--- config.mk ---
export PLATFORM = sky130hd
export DESIGN_NAME = fetch_unit_flat
export DESIGN_NICKNAME = d
export VERILOG_FILES = /design/src/rtl/fetch_unit_if.sv /design/src/rtl/fetch_unit.sv /design/src/flat_wrapper.sv
export SDC_FILE = /design/constraint.sdc
export NUM_CORES = 1
export LEC_CHECK = 0
export ABC_AREA = 0
export BUFFER_PORTS_ARGS = -buffer_cell sky130_fd_sc_hd__buf_2
export CORE_MARGIN = 2
export CORE_UTILIZATION = 30
export DETAILED_ROUTE_END_ITERATION = 12
export REMOVE_ABC_BUFFERS = 1
export SLEW_MARGIN = 20
export SYNTH_ARGS = -nofsm -noshare
export SYNTH_HDL_FRONTEND = slang
export SYNTH_SLANG_ARGS = --single-unit
export TNS_END_PERCENT = 50
--- constraint.sdc ---
create_clock -name clk -period 5.5 [get_ports clk]
set_input_delay 1.1 -clock clk [delete_from_list [all_inputs] [get_ports clk]]
set_output_delay 1.1 -clock clk [all_outputs]
set_load 0.03 [all_outputs]
--- src/rtl/fetch_unit_if.sv ---
// Fetch-stage bus: instruction memory request/ack, instruction valid/ready to the datapath,
// and the redirect inputs from Controller/ALU. fetch_unit drives the master modport.
interface fetch_unit_if;
  // Handshakes:
  //  imem:  imem_req stays high with imem_addr stable until the cycle imem_ack=1, which
  //         carries imem_rdata; imem_ack is ignored whenever imem_req is low.
  //  instr: instr_valid=1 holds instr/pc stable; the transfer completes on the cycle
  //         instr_valid && instr_ready. Branch/Zero/Jump/Jr/rs_data are sampled only then.
  logic        imem_req;
  logic [31:0] imem_addr;
  logic        imem_ack;
  logic [31:0] imem_rdata;
  logic [31:0] instr;
  logic        instr_valid;
  logic        instr_ready;
  logic [31:0] pc;
  logic [31:0] pc_plus4;
  logic        Branch;
  logic        Zero;
  logic        Jump;
  logic        Jr;
  logic [31:0] rs_data;
  logic        fetch_err;

  modport master (
    output imem_req, imem_addr, instr, instr_valid, pc, pc_plus4, fetch_err,
    input  imem_ack, imem_rdata, instr_ready, Branch, Zero, Jump, Jr, rs_data
  );

  modport slave (
    input  imem_req, imem_addr, instr, instr_valid, pc, pc_plus4, fetch_err,
    output imem_ack, imem_rdata, instr_ready, Branch, Zero, Jump, Jr, rs_data
  );
endinterface

--- src/rtl/fetch_unit.sv ---
// Instruction-fetch stage: owns the PC, fetches one word per imem handshake, forms next PC.
// Optional fetch timeout with sticky fetch_err is enabled by defining FETCH_TIMEOUT_EN.
module fetch_unit #(
  parameter logic [31:0] RESET_PC       = 32'h0000_0000,
  parameter int unsigned TIMEOUT_CYCLES = 16
) (
  input  logic         clk,
  input  logic         rst_n,
  fetch_unit_if.master bus,
  output logic [1:0]   state_o
);

  typedef enum logic [1:0] {
    S_FETCH = 2'd0,
    S_WAIT  = 2'd1,
    S_HOLD  = 2'd2
  } state_t;

  state_t      state_q;
  logic [31:0] pc_q;
  logic [31:0] pc_plus4_q;
  logic [31:0] instr_q;
  logic        valid_q;
  logic [31:0] next_pc_d;
  logic [31:0] br_off;
  logic        retire;

`ifdef FETCH_TIMEOUT_EN
  localparam logic [7:0] TIMEOUT_LIM = 8'(TIMEOUT_CYCLES);
  logic [7:0] wait_cnt_q;
  logic       fetch_err_q;
  logic       timeout;
  assign timeout = (wait_cnt_q + 8'd1) == TIMEOUT_LIM;
`else
  logic [7:0] unused_timeout;
  assign unused_timeout = 8'(TIMEOUT_CYCLES);
`endif

  logic unused_rs_low;
  assign unused_rs_low = ^bus.rs_data[1:0];

  assign retire = (state_q == S_HOLD) && bus.instr_ready;

  // Redirect priority: Jr over Jump over taken branch; jalr therefore takes the Jr path.
  always_comb begin
    br_off    = {{14{instr_q[15]}}, instr_q[15:0], 2'b00};
    next_pc_d = pc_plus4_q;
    if (bus.Jr) begin
      next_pc_d = {bus.rs_data[31:2], 2'b00};
    end else if (bus.Jump) begin
      next_pc_d = {pc_plus4_q[31:28], instr_q[25:0], 2'b00};
    end else if (bus.Branch && bus.Zero) begin
      next_pc_d = pc_plus4_q + br_off;
    end
  end

  always_ff @(posedge clk or negedge rst_n) begin
    if (!rst_n) begin
      state_q    <= S_FETCH;
      pc_q       <= RESET_PC;
      pc_plus4_q <= RESET_PC + 32'd4;
      instr_q    <= '0;
      valid_q    <= 1'b0;
`ifdef FETCH_TIMEOUT_EN
      wait_cnt_q  <= '0;
      fetch_err_q <= 1'b0;
`endif
    end else begin
      unique case (state_q)
        S_FETCH, S_WAIT: begin
          if (bus.imem_ack) begin
            instr_q <= bus.imem_rdata;
            valid_q <= 1'b1;
            state_q <= S_HOLD;
`ifdef FETCH_TIMEOUT_EN
          end else if (state_q == S_WAIT && timeout) begin
            // Give up on this fetch: hand a nop downstream and flag the error.
            instr_q     <= '0;
            valid_q     <= 1'b1;
            fetch_err_q <= 1'b1;
            state_q     <= S_HOLD;
`endif
          end else begin
            state_q <= S_WAIT;
          end
`ifdef FETCH_TIMEOUT_EN
          if (state_q == S_WAIT) wait_cnt_q <= wait_cnt_q + 8'd1;
`endif
        end
        S_HOLD: begin
          if (retire) begin
            pc_q       <= next_pc_d;
            pc_plus4_q <= next_pc_d + 32'd4;
            valid_q    <= 1'b0;
            state_q    <= S_FETCH;
`ifdef FETCH_TIMEOUT_EN
            wait_cnt_q <= '0;
`endif
          end
        end
        default: state_q <= S_FETCH;
      endcase
    end
  end

  // Request is gated by rst_n so it drops the instant reset asserts.
  assign bus.imem_req    = rst_n && (state_q != S_HOLD);
  assign bus.imem_addr   = pc_q;
  assign bus.instr       = instr_q;
  assign bus.instr_valid = valid_q;
  assign bus.pc          = pc_q;
  assign bus.pc_plus4    = pc_plus4_q;
`ifdef FETCH_TIMEOUT_EN
  assign bus.fetch_err   = fetch_err_q;
`else
  assign bus.fetch_err   = 1'b0;
`endif
  assign state_o         = state_q;

endmodule

--- src/flat_wrapper.sv ---
// flat-port wrapper written by rule: the top's interface ports become plain ports
module fetch_unit_flat 
#(
  parameter logic [31:0] RESET_PC       = 32'h0000_0000,
  parameter int unsigned TIMEOUT_CYCLES = 16
)
  (clk, rst_n, state_o, bus_imem_req, bus_imem_addr, bus_instr, bus_instr_valid, bus_pc, bus_pc_plus4, bus_fetch_err, bus_imem_ack, bus_imem_rdata, bus_instr_ready, bus_Branch, bus_Zero, bus_Jump, bus_Jr, bus_rs_data);
  fetch_unit_if bus_i ();
  input  logic clk;
  input  logic rst_n;
  output logic [1:0] state_o;
  output wire logic [$bits(bus_i.imem_req)-1:0] bus_imem_req;
  output wire logic [$bits(bus_i.imem_addr)-1:0] bus_imem_addr;
  output wire logic [$bits(bus_i.instr)-1:0] bus_instr;
  output wire logic [$bits(bus_i.instr_valid)-1:0] bus_instr_valid;
  output wire logic [$bits(bus_i.pc)-1:0] bus_pc;
  output wire logic [$bits(bus_i.pc_plus4)-1:0] bus_pc_plus4;
  output wire logic [$bits(bus_i.fetch_err)-1:0] bus_fetch_err;
  input wire logic [$bits(bus_i.imem_ack)-1:0] bus_imem_ack;
  input wire logic [$bits(bus_i.imem_rdata)-1:0] bus_imem_rdata;
  input wire logic [$bits(bus_i.instr_ready)-1:0] bus_instr_ready;
  input wire logic [$bits(bus_i.Branch)-1:0] bus_Branch;
  input wire logic [$bits(bus_i.Zero)-1:0] bus_Zero;
  input wire logic [$bits(bus_i.Jump)-1:0] bus_Jump;
  input wire logic [$bits(bus_i.Jr)-1:0] bus_Jr;
  input wire logic [$bits(bus_i.rs_data)-1:0] bus_rs_data;
  assign bus_imem_req = bus_i.imem_req;
  assign bus_imem_addr = bus_i.imem_addr;
  assign bus_instr = bus_i.instr;
  assign bus_instr_valid = bus_i.instr_valid;
  assign bus_pc = bus_i.pc;
  assign bus_pc_plus4 = bus_i.pc_plus4;
  assign bus_fetch_err = bus_i.fetch_err;
  assign bus_i.imem_ack = bus_imem_ack;
  assign bus_i.imem_rdata = bus_imem_rdata;
  assign bus_i.instr_ready = bus_instr_ready;
  assign bus_i.Branch = bus_Branch;
  assign bus_i.Zero = bus_Zero;
  assign bus_i.Jump = bus_Jump;
  assign bus_i.Jr = bus_Jr;
  assign bus_i.rs_data = bus_rs_data;
  fetch_unit #(.RESET_PC(RESET_PC), .TIMEOUT_CYCLES(TIMEOUT_CYCLES)) u_core (.clk(clk), .rst_n(rst_n), .bus(bus_i), .state_o(state_o));
endmodule
==> flow_summary.toml <==
[placed_design]
dp_hpwl_microns = 19820
portBuffers = 195
place_congestion = 0.9256
dp_cells = 1350
pre_cts_ws_ps = 577.1
placed_area_sq_mm = 0.008527

[worst_setup_path]
reg2reg_from = "u_core.bus.instr[0]$_DFFE_PN0P_"
endpoint_kind = "register"
r2r_end = "u_core.bus.pc_plus4[31]$_DFFE_PN0P_"
cp_max_fo = 5
crit_start = "u_core.bus.instr[0]$_DFFE_PN0P_"
cp.depth = 13
crit_family = "simple AND/OR/NAND/NOR gates"
path_cells = "ha_1 -> fa_1 -> a211oi_4 -> o21ai_2 -> a31oi_1 -> o211ai_2 -> or4_4 -> or3_4 -> or4_4 -> nor4_4 -> or4b_1 -> o311a_1 -> nand2_1"
arrival_ps = 5140
cp_num_buf_inv = 0
crit_end = "u_core.bus.pc_plus4[31]$_DFFE_PN0P_"
ff2ff_path_depth = 13
critPathMaxStageDelay_ps = 610
critPathSlowestCell = "or4_4"
r2r_slack_ps = 670
path_common_cell = "or4_4"
crit_required_ps = 5810
setup.worst_path.start_class = "register"
crit_type = "reg -> reg"

[timing]
whs_ps = 471.4
hold_violations = 0
clock.fmax_mhz = 206.9
tns_ps = 0
setup_viol = 0
drv_slew = 0
fin_worst_skew_ps = 8.660
worst_pin_slew_ps = 757.1
timing.final.ws_setup_ps = 667.8
relSlewSlack = 0.4929
post-route-period-util = 0.8786
rsz0062_at_grt = "false"
period_needed_ps = 4832

[clocking]
clock_latency_ps = 370
cts_setup_buffers = 0
numCtsBuffers = 9
postCtsHoldBufs = 0
ctsHtreeMaxLevel = 3
ctsRootBufferMaster = "clkbuf_16"
cts_tree = "done"
clk_pin_slew_worst_paths_ps = 70
postCtsResizedCells = 0
clockBufferDepth = 2
clkSinkCount = 95

[routing]
firstDrtPassIters = 5
wl_per_cell_microns = 18.74
drt-initial-drc-count = 432
drc = 0
drt_wl_total_microns = 25600
via_count = 7310
ant_nets = 0
viasPerCell = 5.351

[cells_and_area]
area_growth_pct = 20.17
final_cells = 1366
finish.instance_area_sq_mm = 0.008856
antenna_cells = 0
layout-drive-gt1-share = 0.2946
finalCoreUtilization = 0.3652
nets = 1140

[yosys]
yosysWarnings = 0
ys_ff_latch = 95
syn_area_sq_mm = 0.007370
synth_area_per_cell_sq_um = 8.337
ys.flop_type = "dfrtp_1"
synth.distinct_cells = 77
synth.area.top_cells = "dfrtp_1 32%, nand2_1 6.6%, mux2_2 6.4%"
yosysTopAreaCell = "dfrtp_1"
postSynthCellCount = 884
synth_top_area_share = 0.3192
async_flop_share = 1.000
synth-edff-count = 0
synth_seq_area_share = 0.3228

[power]
leakagePower_nw = 3.935
ir_drop_mv = 0.2815
pwr-share-comb = 0.600
switching_share = 0.5217
p_switching_mw = 2.482
pwr-share-clk = 0.153
finalPower_mw = 4.757
cellPowerDensity_mw_per_mm2 = 537.1
internal_power_mw = 2.275
pwr-share-seq = 0.248

[min_path]
hp-class = "reg -> reg"

[global_route]
grt_max_degree = 112
overflow = 0
grt_pass1_wl_microns = 39520
grt_pass1_vias = 6894
grt_usage = 0.1960
antenna_found_initial = 0

[floorplanning]
die_h_microns = 160.7
die_area_sq_mm = 0.02583
ioPinCount = 205
row_count = 57
core-area_sq_mm = 0.02425
initial_utilization = 0.3039
die_w_microns = 160.7

[status]
status = "complete, no violations"

[job]
maxCapViolations = 0
-- worst reg2reg max path: stages, from the launching register on --
cell	delay, ps
dfrtp_1	410
ha_1	230
fa_1	460
a211oi_4	370
o21ai_2	150
a31oi_1	220
o211ai_2	160
or4_4	600
or3_4	430
or4_4	610
nor4_4	430
or4b_1	480
o311a_1	140
nand2_1	70
-- power groups by stage --
stage | clock [mW] | sequential, mW | combinational [mW]
after floorplan | 0 | 1.80 | 1.33
after global placement | 0 | 1.19 | 2.83
after detailed placement | 0 | 1.20 | 2.83
after CTS | 0.745 | 1.19 | 2.84
after global routing | 0.772 | 1.22 | 3.09
final | 0.727 | 1.18 | 2.85
-- final cells by class --
| type | count | area [sq um] |
|---|---|---|
| Clock inverter | 5 | 86.33 |
| Clock buffer | 11 | 242.7 |
| Timing Repair Buffer | 223 | 1201 |
| Fill cell | 2586 | 15390 |
| Sequential cell | 95 | 2379 |
| Inverter | 12 | 45.04 |
| Tap cell | 324 | 405.4 |
| Multi-Input combinational cell | 696 | 4497 |
-- cell usage after synthesis (3+ instances only) --
master,n
and4_1,3
dfrtp_1,94
buf_2,5
nor3b_1,3
nor3_1,16
o22ai_1,7
and3_1,8
nand4_1,11
mux2_2,42
nor2_1,43
nor2b_1,5
a31oi_1,18
a21o_1,11
nor4_1,11
a31o_2,4
ha_1,30
nand3_1,26
nand3b_1,4
or4_1,4
a221oi_1,7
inv_1,11
o21a_1,7
a21oi_1,53
o31ai_1,7
nand2_1,130
or3_1,7
mux2i_1,7
xor2_1,15
nand2b_1,6
o2111ai_1,8
or2_2,4
clkbuf_1,39
o21ai_0,91
o31a_1,3
o211ai_1,13
buf_1,5
and2_1,10
o21bai_1,6
xnor2_1,19
buf_4,37
a211oi_1,7
-- kinds of logic (layout without fill, tap and decap cells) --
family                     count (synthesis)  after routing  synth area share
and+or+nand+nor                          305            305            0.2048
AOI/OAI and AO/OA                        270            270            0.2331
buffers and inverters                     99            251           0.07114
DFF                                       95             95            0.3228
muxes                                     49             49           0.07368
xor gates and xnor gates                  34             34           0.04041
adders and majority gates                 31             31           0.05365
other                                      1              7         0.0005088
-- metal layers --
| layer | up-vias | global-route usage | part of all wire |
|---|---|---|---|
| li1 | 3518 | - | - |
| met5 | - | 0 | 0 |
| met3 | 21 | 0.03487 | 0.059 |
| met2 | 263 | 0.3174 | 0.46 |
| met4 | 0 | 0.04180 | 0.0098 |
| met1 | 3508 | 0.2743 | 0.47 |
-- worst min path at each step --
stage | cells past startpoint | from | to | slack, ps
2_1_floorplan | 2 | u_core.bus.pc_plus4[2]$_DFFE_PN1P_ | u_core.bus.pc_plus4[2]$_DFFE_PN1P_ | 550
3_3_place_gp | 1 | u_core.bus.instr_valid$_DFFE_PN0P_ | u_core.bus.instr_valid$_DFFE_PN0P_ | 460
3_5_place_dp | 1 | u_core.bus.instr_valid$_DFFE_PN0P_ | u_core.bus.instr_valid$_DFFE_PN0P_ | 460
4_1_cts | 1 | u_core.bus.instr_valid$_DFFE_PN0P_ | u_core.bus.instr_valid$_DFFE_PN0P_ | 480
5_1_grt | 1 | u_core.bus.instr_valid$_DFFE_PN0P_ | u_core.bus.instr_valid$_DFFE_PN0P_ | 510
6_report | 1 | u_core.bus.instr_valid$_DFFE_PN0P_ | u_core.bus.instr_valid$_DFFE_PN0P_ | 470
-- registers in the layout, indices dropped and copies added (netlist names) --
| signal | count |
|---|---|
| u_core.bus.imem_addr | 30 |
| u_core.bus.instr | 32 |
| u_core.state_o | 2 |
| u_core.bus.instr_valid | 1 |
| u_core.bus.pc_plus4 | 30 |
-- layout by cell type, fill, tap and decap left out, types with 8 or more instances in the layout --
| cell type | synthesis | final |
|---|---|---|
| a21o_1 | 11 | 11 |
| a21oi_1 | 53 | 53 |
| a31oi_1 | 18 | 18 |
| and2_1 | 10 | 10 |
| and3_1 | 8 | 8 |
| buf_2 | 5 | 194 |
| buf_4 | 37 | 28 |
| clkbuf_16 | 0 | 9 |
| dfrtp_1 | 94 | 94 |
| ha_1 | 30 | 30 |
| inv_1 | 11 | 11 |
| mux2_2 | 42 | 42 |
| nand2_1 | 130 | 130 |
| nand3_1 | 26 | 26 |
| nand4_1 | 11 | 11 |
| nor2_1 | 43 | 43 |
| nor3_1 | 16 | 16 |
| nor4_1 | 11 | 11 |
| o2111ai_1 | 8 | 8 |
| o211ai_1 | 13 | 13 |
| o21ai_0 | 91 | 91 |
| xnor2_1 | 19 | 19 |
| xor2_1 | 15 | 15 |
Note: power is estimated with default switching activity, not from simulation.
